`config.mk`:
```
export PLATFORM = sky130hd
export DESIGN_NAME = acc_40b
export DESIGN_NICKNAME = d
export VERILOG_FILES = /design/src/rtl/acc_pkg.sv /design/src/rtl/rca_40b.sv /design/src/rtl/acc_40b.sv
export SDC_FILE = /design/constraint.sdc
export NUM_CORES = 1
export LEC_CHECK = 0
export CORE_ASPECT_RATIO = 2
export CORE_MARGIN = 2
export CORE_UTILIZATION = 53
export DETAILED_ROUTE_END_ITERATION = 8
export DONT_BUFFER_PORTS = 1
export PLACE_DENSITY = 0.76
export SKIP_LAST_GASP = 1
export SYNTH_ARGS = -nofsm -noshare
export SYNTH_HDL_FRONTEND = slang
export SYNTH_HIERARCHICAL = 1
export SYNTH_SLANG_ARGS = --single-unit
```
`constraint.sdc`:
```
create_clock -name clk -period 18.92 [get_ports clk]
set_clock_uncertainty 0.05 [all_clocks]
set_input_delay 3.784 -clock clk [delete_from_list [all_inputs] [get_ports clk]]
set_output_delay 3.784 -clock clk [all_outputs]
set_load 0.01 [all_outputs]
```
`src/rtl/acc_pkg.sv`:
```
// Shared defaults and state encoding for the 40-bit framed accumulator.
package acc_pkg;
  localparam int ACC_WIDTH = 40;
  localparam int ACC_CNT_W = 8;

  typedef enum logic [1:0] {
    ST_IDLE  = 2'b00,
    ST_ACCUM = 2'b01,
    ST_DONE  = 2'b10
  } acc_state_e;
endpackage

```
`src/rtl/rca_40b.sv`:
```
// 40-bit ripple-carry adder: a chain of full-adder cells, purely combinational.
module rca_40b #(
  parameter int WIDTH = 40
) (
  input  logic [WIDTH-1:0] a_i,
  input  logic [WIDTH-1:0] b_i,
  input  logic             cin_i,
  output logic [WIDTH-1:0] sum_o,
  output logic             cout_o
);
  logic [WIDTH:0] c;

  assign c[0] = cin_i;

  for (genvar i = 0; i < WIDTH; i++) begin : g_fa
    assign sum_o[i] = a_i[i] ^ b_i[i] ^ c[i];
    assign c[i+1]   = (a_i[i] & b_i[i]) | (c[i] & (a_i[i] ^ b_i[i]));
  end

  assign cout_o = c[WIDTH];
endmodule

```
`src/rtl/acc_40b.sv`:
```
// Framed multi-operand accumulator around rca_40b with sticky carry/overflow,
// saturating operand count and a valid/ready result handshake.
module acc_40b
  import acc_pkg::*;
#(
  parameter int WIDTH = ACC_WIDTH,
  parameter int CNT_W = ACC_CNT_W
) (
  input  logic             clk,
  input  logic             reset_n,
  input  logic             start,
  input  logic             in_valid,
  output logic             in_ready,
  input  logic [WIDTH-1:0] in_data,
  input  logic             in_last,
  output logic             out_valid,
  input  logic             out_ready,
  output logic [WIDTH-1:0] out_sum,
  output logic             out_cout,
  output logic             out_ovf,
  output logic [CNT_W-1:0] out_count,
  output logic             busy
);
  acc_state_e       state_q;
  logic [WIDTH-1:0] acc_q;
  logic             cout_q;
  logic             ovf_q;
  logic [CNT_W-1:0] cnt_q;

  logic [WIDTH-1:0] sum_d;
  logic             cout_d;
  logic             ovf_d;
  logic             xfer;

  rca_40b #(.WIDTH(WIDTH)) rca_U0 (
    .a_i   (acc_q),
    .b_i   (in_data),
    .cin_i (1'b0),
    .sum_o (sum_d),
    .cout_o(cout_d)
  );

  // Signed overflow: operands agree in sign but the sum does not.
  assign ovf_d = (acc_q[WIDTH-1] == in_data[WIDTH-1]) && (sum_d[WIDTH-1] != acc_q[WIDTH-1]);
  assign xfer  = in_valid && (state_q == ST_ACCUM);

  always_ff @(posedge clk or negedge reset_n) begin
    if (!reset_n) begin
      state_q <= ST_IDLE;
      acc_q   <= '0;
      cout_q  <= 1'b0;
      ovf_q   <= 1'b0;
      cnt_q   <= '0;
    end else begin
      case (state_q)
        ST_IDLE: begin
          if (start) begin
            acc_q   <= '0;
            cout_q  <= 1'b0;
            ovf_q   <= 1'b0;
            cnt_q   <= '0;
            state_q <= ST_ACCUM;
          end
        end
        ST_ACCUM: begin
          if (xfer) begin
            acc_q  <= sum_d;
            cout_q <= cout_q | cout_d;
            ovf_q  <= ovf_q | ovf_d;
            if (cnt_q != '1) cnt_q <= cnt_q + 1'b1;
            if (in_last) state_q <= ST_DONE;
          end
        end
        ST_DONE: begin
          if (out_ready) state_q <= ST_IDLE;
        end
        default: state_q <= ST_IDLE;
      endcase
    end
  end

  assign in_ready  = (state_q == ST_ACCUM);
  assign out_valid = (state_q == ST_DONE);
  assign busy      = (state_q != ST_IDLE);
  assign out_sum   = acc_q;
  assign out_cout  = cout_q;
  assign out_ovf   = ovf_q;
  assign out_count = cnt_q;
endmodule

```
==> results summary, run 1 <==
The flow ran to the end, and the final reports show no timing, DRC or antenna violations. Counting instances in the post-synthesis netlist gives the leading cell types as 52 x dfrtp_1, 40 x a22o_1, 40 x fa_1. Adding up every negative setup slack in the final design gives 0 ns. The number of warnings printed during yosys synthesis is 6. The number of DRC markers after the initial detailed-route iteration is just over 60. The worst setup path is launched from an input port. Clock latency on the worst-skew pair, taken at its later pin, is 0.30 ns.

The sequential area share after synthesis came out at about 45%. Each instance of the synthesized netlist takes up on average about 14 um2. STA puts the critical path data arrival time at about 19 ns. In this run the tool buffered the top-level ports with 0 buffer cells. Global routing finished with a remaining overflow of 0.

The count of buffering cells on the critical path with inverters included is 4. The maximum number of pins on one net before global-route repair is 53. The worst voltage drop across the vdd grid is 0.1002 mV.

The sum of internal, switching and leakage power is between 400 and 500 uW. The share of the clock period used by the worst path came out at slightly below 100%. The die area is around 6100 um2. The data required time at the worst endpoint came out at 19.11 ns. The minimum clock period came out at 18.54 ns. From synthesis to final layout, the design area changed by 8.022%. The synthesized flop and latch total came out at between 50 and 60. The post-route netlist has 24.52% of its cells at a drive strength greater than 1. The actual transition at the worst max-transition pin came out at 0.9218 ns.

Setup violations remaining at the end of the flow were counted as 0. The global-route wire length before repair is a little over 9000 um. The initial core utilization is a little over half. After clock tree synthesis, the clock-pin slew on the worst setup and hold paths is 0.09 ns.

At the end of the flow, the number of nets in the layout was 294. The max-slew violation total from the final report is 0. The boundary pin count is between 90 and 100. The share of flip-flops with an asynchronous set or reset after synthesis came out at 100.0%.

The routed via count came out at roughly 1700. The global router's overall resource usage came out at between 10% and 20%. Counting along the longest clock path gives a buffer depth of 2. In this run, distinct cell masters in the synthesized netlist total 38. Summed over its instances, the top area cell type makes up between 40 and 50% of the synthesized netlist area. In this design, the critical path's most frequently occurring cell is fa_2. The path class of the tightest hold or removal check is register to register. The routability-driven placement congestion ratio is 0.7230. The half-perimeter wire length of the detailed placement result came out at between 4000 and 5000 um.

The number of sinks on the clock net came out at 52. The number of nets produced by synthesis is between 200 and 300. For this design, the CTS-stage hold fixing added 0 buffers.

Timing would allow up to approximately 54 MHz. The number of rows in the core area came out at 38. The worst pin sits at a relative slew slack of between 30% and 40%. In the post-synthesis netlist, the cell with the most instances is dfrtp_1.

In the routed layout, each cell is associated on average with a via count of ~6.3. The total CTS buffers is 5. The longest individual stage delay on the worst path came out at between 0.4 and 0.5 ns. The library cell occupying the most area in the post-synthesis netlist is dfrtp_1. In this run the static leakage power is ~1.4 nW. TritonCTS built the clock tree. For this run, the detailed router's first-pass iteration total came to 4. The dominant register cell in the synthesized netlist is dfrtp_1. The total core area came out at 5373 um2.

In the final routed layout, each cell accounts on average for about 21 um. The die span in x is between 50 and 60 um. The count of flip-flops with a built-in enable after synthesis came out at 0. The total inserted antenna cells came out at 0.

The final routed wirelength across all metal layers is 5645 um. The top fanout value on the critical path is 2. The power density over the cells is 152.8 nW/um2.

The cell at the root of the clock tree is clkbuf_8. The number of failing hold endpoints at the final stage is 0. After detailed routing, the number of remaining DRC violations is 0. The post-synthesis instance total came out at approximately 210. By area the synthesized netlist is led by dfrtp_1 45%, fa_1 27%, a22o_1 12%, inv_1 2.3%, buf_4 1.0%. Broken down by cell family, the worst path's largest delay share belongs to adder cells.

The initial antenna violation count came to 0. The worst setup path is captured at a register. The slowest stage of the critical path belongs to the cell or3b_2. Setup repair after global routing left no endpoint under its margin. The path type of the worst setup path is input port to register. The count of nets left with antenna violations once routing finished came out at 0. The cell area after technology mapping came out at a little under 3000 um2.

The count of H-tree levels built during CTS is 2. The tool flagged a number of max-cap violations equal to 0. The vertical die dimension came out at about 110 um. The number of global-route vias before repair is between 1500 and 2000.
==> per-stage QoR <==
step	utilization (%)	std cells	hold WS, ns	setup slack [ns]	instance area [um2]
2_1_floorplan	-	208	0.4763	0.01033	2969
3_5_place_dp	55.89	260	0.5039	-0.5305	3003
5_1_grt	58.64	268	0.5615	0.001982	3151
3_3_place_gp	55.89	260	0.5134	-0.4432	3003
4_1_cts	58.24	268	0.5431	0.03449	3129
6_report	58.64	268	0.5302	0.3763	3151
==> layer usage <==
layer  track usage [%]  wire length [um]  vias to the layer above
li1                  -                 -                      736
met1             24.57              2027                      888
met2             32.89              3219                       57
met3             4.270               309                        6
met4             6.803                88                        0
met5                 0                 0                        -
==> sequential cells by signal, summed over array words and instances, names as in the netlist <==
signal	cells
out_count	8
out_cout	1
out_ovf	1
out_sum	40
state_q	2
==> report_power, final <==
group / leakage [nW] / internal, mW / switching, mW
Clock: 0.0541 / 0.0392 / 0.0362
Sequential: 0.681 / 0.150 / 0.0697
Combinational: 0.633 / 0.0980 / 0.0886
Total: 1.37 / 0.287 / 0.195
==> worst reg2reg max path, delay by kind of cell (launching register included) <==
family	cells	cell delay, ns
adders and majority gates	40	14.03
DFF	1	0.46
and+or+nand+nor	1	0.46
buffers and inverters	4	0.30
AOI/OAI and AO/OA	2	0.25
==> cells by family (layout without fill, tap and decap cells) <==
| logic type | Yosys count | after routing | synth area share [%] |
|---|---|---|---|
| other | 1 | 1 | 0.1286 |
| multiplexers | 1 | 1 | 0.3432 |
| AO/OA/AOI/OAI | 58 | 58 | 16.56 |
| adder cells (fa/ha/maj) | 41 | 41 | 27.89 |
| flip-flops | 52 | 52 | 44.62 |
| buffers and inverters | 27 | 27 | 4.204 |
| AND/OR/NAND/NOR | 28 | 28 | 6.264 |
==> final timing paths <==
check / startpoint / end / slack, ns / cells after the start
max in group asynchronous: reset_n / out_sum[28] / 15.59 / 0
max reg2reg: out_sum[0] / out_ovf / 3.34 / 47
min reg2reg: out_cout / out_cout / 0.53 / 2
min in group asynchronous: reset_n / out_count[1] / 3.12 / 0
min: out_cout / out_cout / 0.53 / 2
max: in_data[0] / out_ovf / 0.38 / 47
==> final cells by class <==
type,instances,area (um2)
clock buffers,5,68.82
repair buffers,1,7.507
well taps,60,75.07
fillers,437,2222
multi-input cells,129,1588
flip-flops and latches,52,1301
clock inverters,3,42.54
inverters,18,67.56
==> cells in the final DEF, fill, tap and decap left out, types with 2 or more instances in the layout <==
| master | n |
|---|---|
| clkbuf_8 | 5 |
| o211ai_1 | 3 |
| a21oi_1 | 2 |
| nor2b_1 | 2 |
| nand2_1 | 5 |
| inv_1 | 18 |
| fa_2 | 34 |
| dfrtp_1 | 52 |
| o221ai_1 | 2 |
| o21ai_0 | 3 |
| or4_1 | 2 |
| nand4_1 | 3 |
| fa_1 | 6 |
| a22o_1 | 40 |
| nand3_1 | 3 |
==> what timing repair did <==
item                       in CTS  in global routing
buffers inserted                0                  0
setup endpoints to repair       1                  1
resized for setup               6                  8
Note: power is estimated with default switching activity, not from simulation.
==> run 2: changes to the inputs <==
Settings changed: CORE_UTILIZATION 53 to 63, PLACE_DENSITY 0.76 to 0.87.
==> results summary, run 2 (synthesis gave the netlist of run 1 again) <==
The data required time at the worst endpoint is ~19 ns. Derived from the worst setup path, the maximum achievable clock frequency is between 50 and 60 MHz. For this run, the number of standard cells in the final layout without fillers is approximately 260.

The launching element type of the critical path is an input port. The final global-route overflow total is 0. The total inserted antenna cells came out at 0. The number of rows in the core area came out at 35.

The clock tree buffer depth came out at 2. The vertical die dimension is 100.2 um. The remaining antenna violation count came out at 0. The count of H-tree levels built during CTS came out at 2. The post-route netlist has about a quarter of its cells at a drive strength greater than 1. The number of sinks on the clock net came out at 52. The source of the worst register-to-register timing path is out_sum[0]. Setup violations remaining at the end of the flow were counted as 0.

The die span in x came out at between 50 and 60 um. The cell that appears most often on the critical path is fa_2. The signed area change from the synthesized netlist to the final layout came out at 7.422%. The number of flip-flops under the largest register name came out at 40.

Internal power comes to ~280 uW. The tree is rooted in a clkbuf_8. The path type of the worst setup path is input port to register. The max-slew violation total from the final report is 0. The most common library cell in the layout ignoring fill and taps is dfrtp_1. The number of I/O port buffers is 0. The run finished with clean final reports.

The top fanout value on the critical path is 2. The routability-driven placement congestion ratio is approximately 0.72. The power density over the cells is between 150 and 200 nW/um2. The number of global-route vias before repair is between 1500 and 2000. The element type at the critical path end is a register.

Data arrives at the worst endpoint at about 19 ns. The net switching fraction of the power came out at between 40% and 50%. The path class of the tightest hold or removal check is register to register. The combinational power share came out at approximately 40%. The total core area came out at around 4500 um2. The global-route wire length before repair is approximately 9300 um.

Counting tap cells, the placed design contains a total of ~260 instances. The half-perimeter wire length of the detailed placement result is roughly 4300 um. The initial antenna violation count was 0. The routed design has approximately 5800 um of wire.

The die area came out at between 5000 and 6000 um2. The cell with the largest stage delay on the worst path is or3b_2. The routed via count is ~1700.

The worst voltage drop across the vdd grid came out at around 0.10 mV. Across all hold checks on the routed design, the worst slack comes to approximately 0.55 ns. The number of search-and-repair iterations in the first detailed-routing pass is 4. The initial core utilization came out at 64.66%. The average via count per standard cell is 6.519.

The post-layout net count came out at around 300. In the layout the commonest cells are 52 x dfrtp_1, 40 x a22o_1, 36 x fa_2. The hold buffer count at cts came out at 0. The share of the clock period used by the worst path is 98.44%. In this run, CTS created clock tree buffers numbering 5. The clock network power share is 13.2%. In this run the power spent charging and discharging nets is 200.9 uW. Setup repair after global routing left no endpoint under its margin.

In this run the tightest slew margin relative to its limit is 41.99%. The clock latency on the worst-skew pair came out at 0.30 ns. The total leakage power came out at 1.354 nW. The number of failing hold endpoints at the final stage is 0.

The number of design rule violations left after detail routing is 0. Clock-pin slew was measured on the worst setup and hold paths at 0.10 ns. The worst setup path startpoint is in_data[0]. In the global route stage, overall resource usage came out at between 20% and 30%.

The average routed wire per standard cell came out at 21.78 um. The boundary pin count came out at 99. For this run, the slowest stage of the critical path takes around 0.45 ns.

The max-capacitance violation count came out at 0. Of the total power, registers draw a little under half. In this run the most critical hold path is launched from out_ovf. The maximum number of pins on one net before global-route repair is 53. In this run, the number of DRC markers left after iteration 0 of detailed routing was 35. TritonCTS built the clock tree. The actual transition at the worst max-transition pin came out at ~0.87 ns.

The clock period could shrink to between 15 and 20 ns.
==> run 2: changes by cell type in the layout (fill, tap and decap cells not counted), sizes merged <==
cell / previous run / this run
clkinvlp: 1 / 2
bufinv: 1 / 0
buf: 1 / 2
==> run 2: area by class of cell <==
class | count | area [um2]
Fill cell | 312 | 1378
Inverter | 18 | 67.56
Timing Repair Buffer | 2 | 15.01
Tap cell | 55 | 68.82
Sequential cell | 52 | 1301
Clock buffer | 5 | 68.82
Multi-Input combinational cell | 129 | 1588
Clock inverter | 3 | 23.77
==> run 2: what timing repair did <==
action | in CTS | in global routing
pin swaps | 1 | 1
resized for setup | 11 | 6
setup endpoints to repair | 1 | 1
buffers inserted | 0 | 0
==> run 2: path summary, 6_finish.rpt <==
check	endpoint	slack, ns	cells past startpoint
setup / recovery	out_ovf	0.29	47
hold / removal	out_ovf	0.55	1
setup reg to reg	out_ovf	3.24	47
hold reg to reg	out_ovf	0.55	1
max in group asynchronous	out_sum[24]	15.61	0
min in group asynchronous	out_ovf	3.11	0
==> run 2: per-layer routing <==
layer / up-vias / global-route usage [%] / part of all wire [%]
li1: 740 / - / -
met1: 891 / 31.43 / 38
met2: 81 / 38.95 / 53
met3: 9 / 5.804 / 6.9
met4: 0 / 7.692 / 2.0
met5: - / 0 / 0
==> run 2: critical path: cells and delay by family <==
kind	cells	cell delay (ns)
simple gates	1	0.45
buf+inv	4	0.29
compound gates	2	0.26
fa+ha+maj	40	14.05
==> run 2: through the flow <==
stage	worst slack, ns	setup TNS [ns]	util [%]	total power, mW	instance area [um2]
5_1_grt	0.01220	0	69.46	0.5160	3133
3_5_place_dp	-0.7275	-0.9251	66.49	0.4126	2999
6_report	0.2947	0	69.46	0.4784	3133
2_1_floorplan	0.01033	0	-	0.3601	2969
4_1_cts	0.03665	0	69.18	0.4816	3120
3_3_place_gp	-0.4989	-0.5096	66.49	0.3905	2999
==> run 2: power by group through the flow <==
stage                     clock network [mW]  logic, mW  registers, mW
after floorplan                            0      0.151          0.209
after global placement                     0      0.171          0.219
after detailed placement                   0      0.191          0.222
after CTS                             0.0658      0.195          0.221
after global routing                  0.0699      0.218          0.228
final                                 0.0631      0.195          0.220
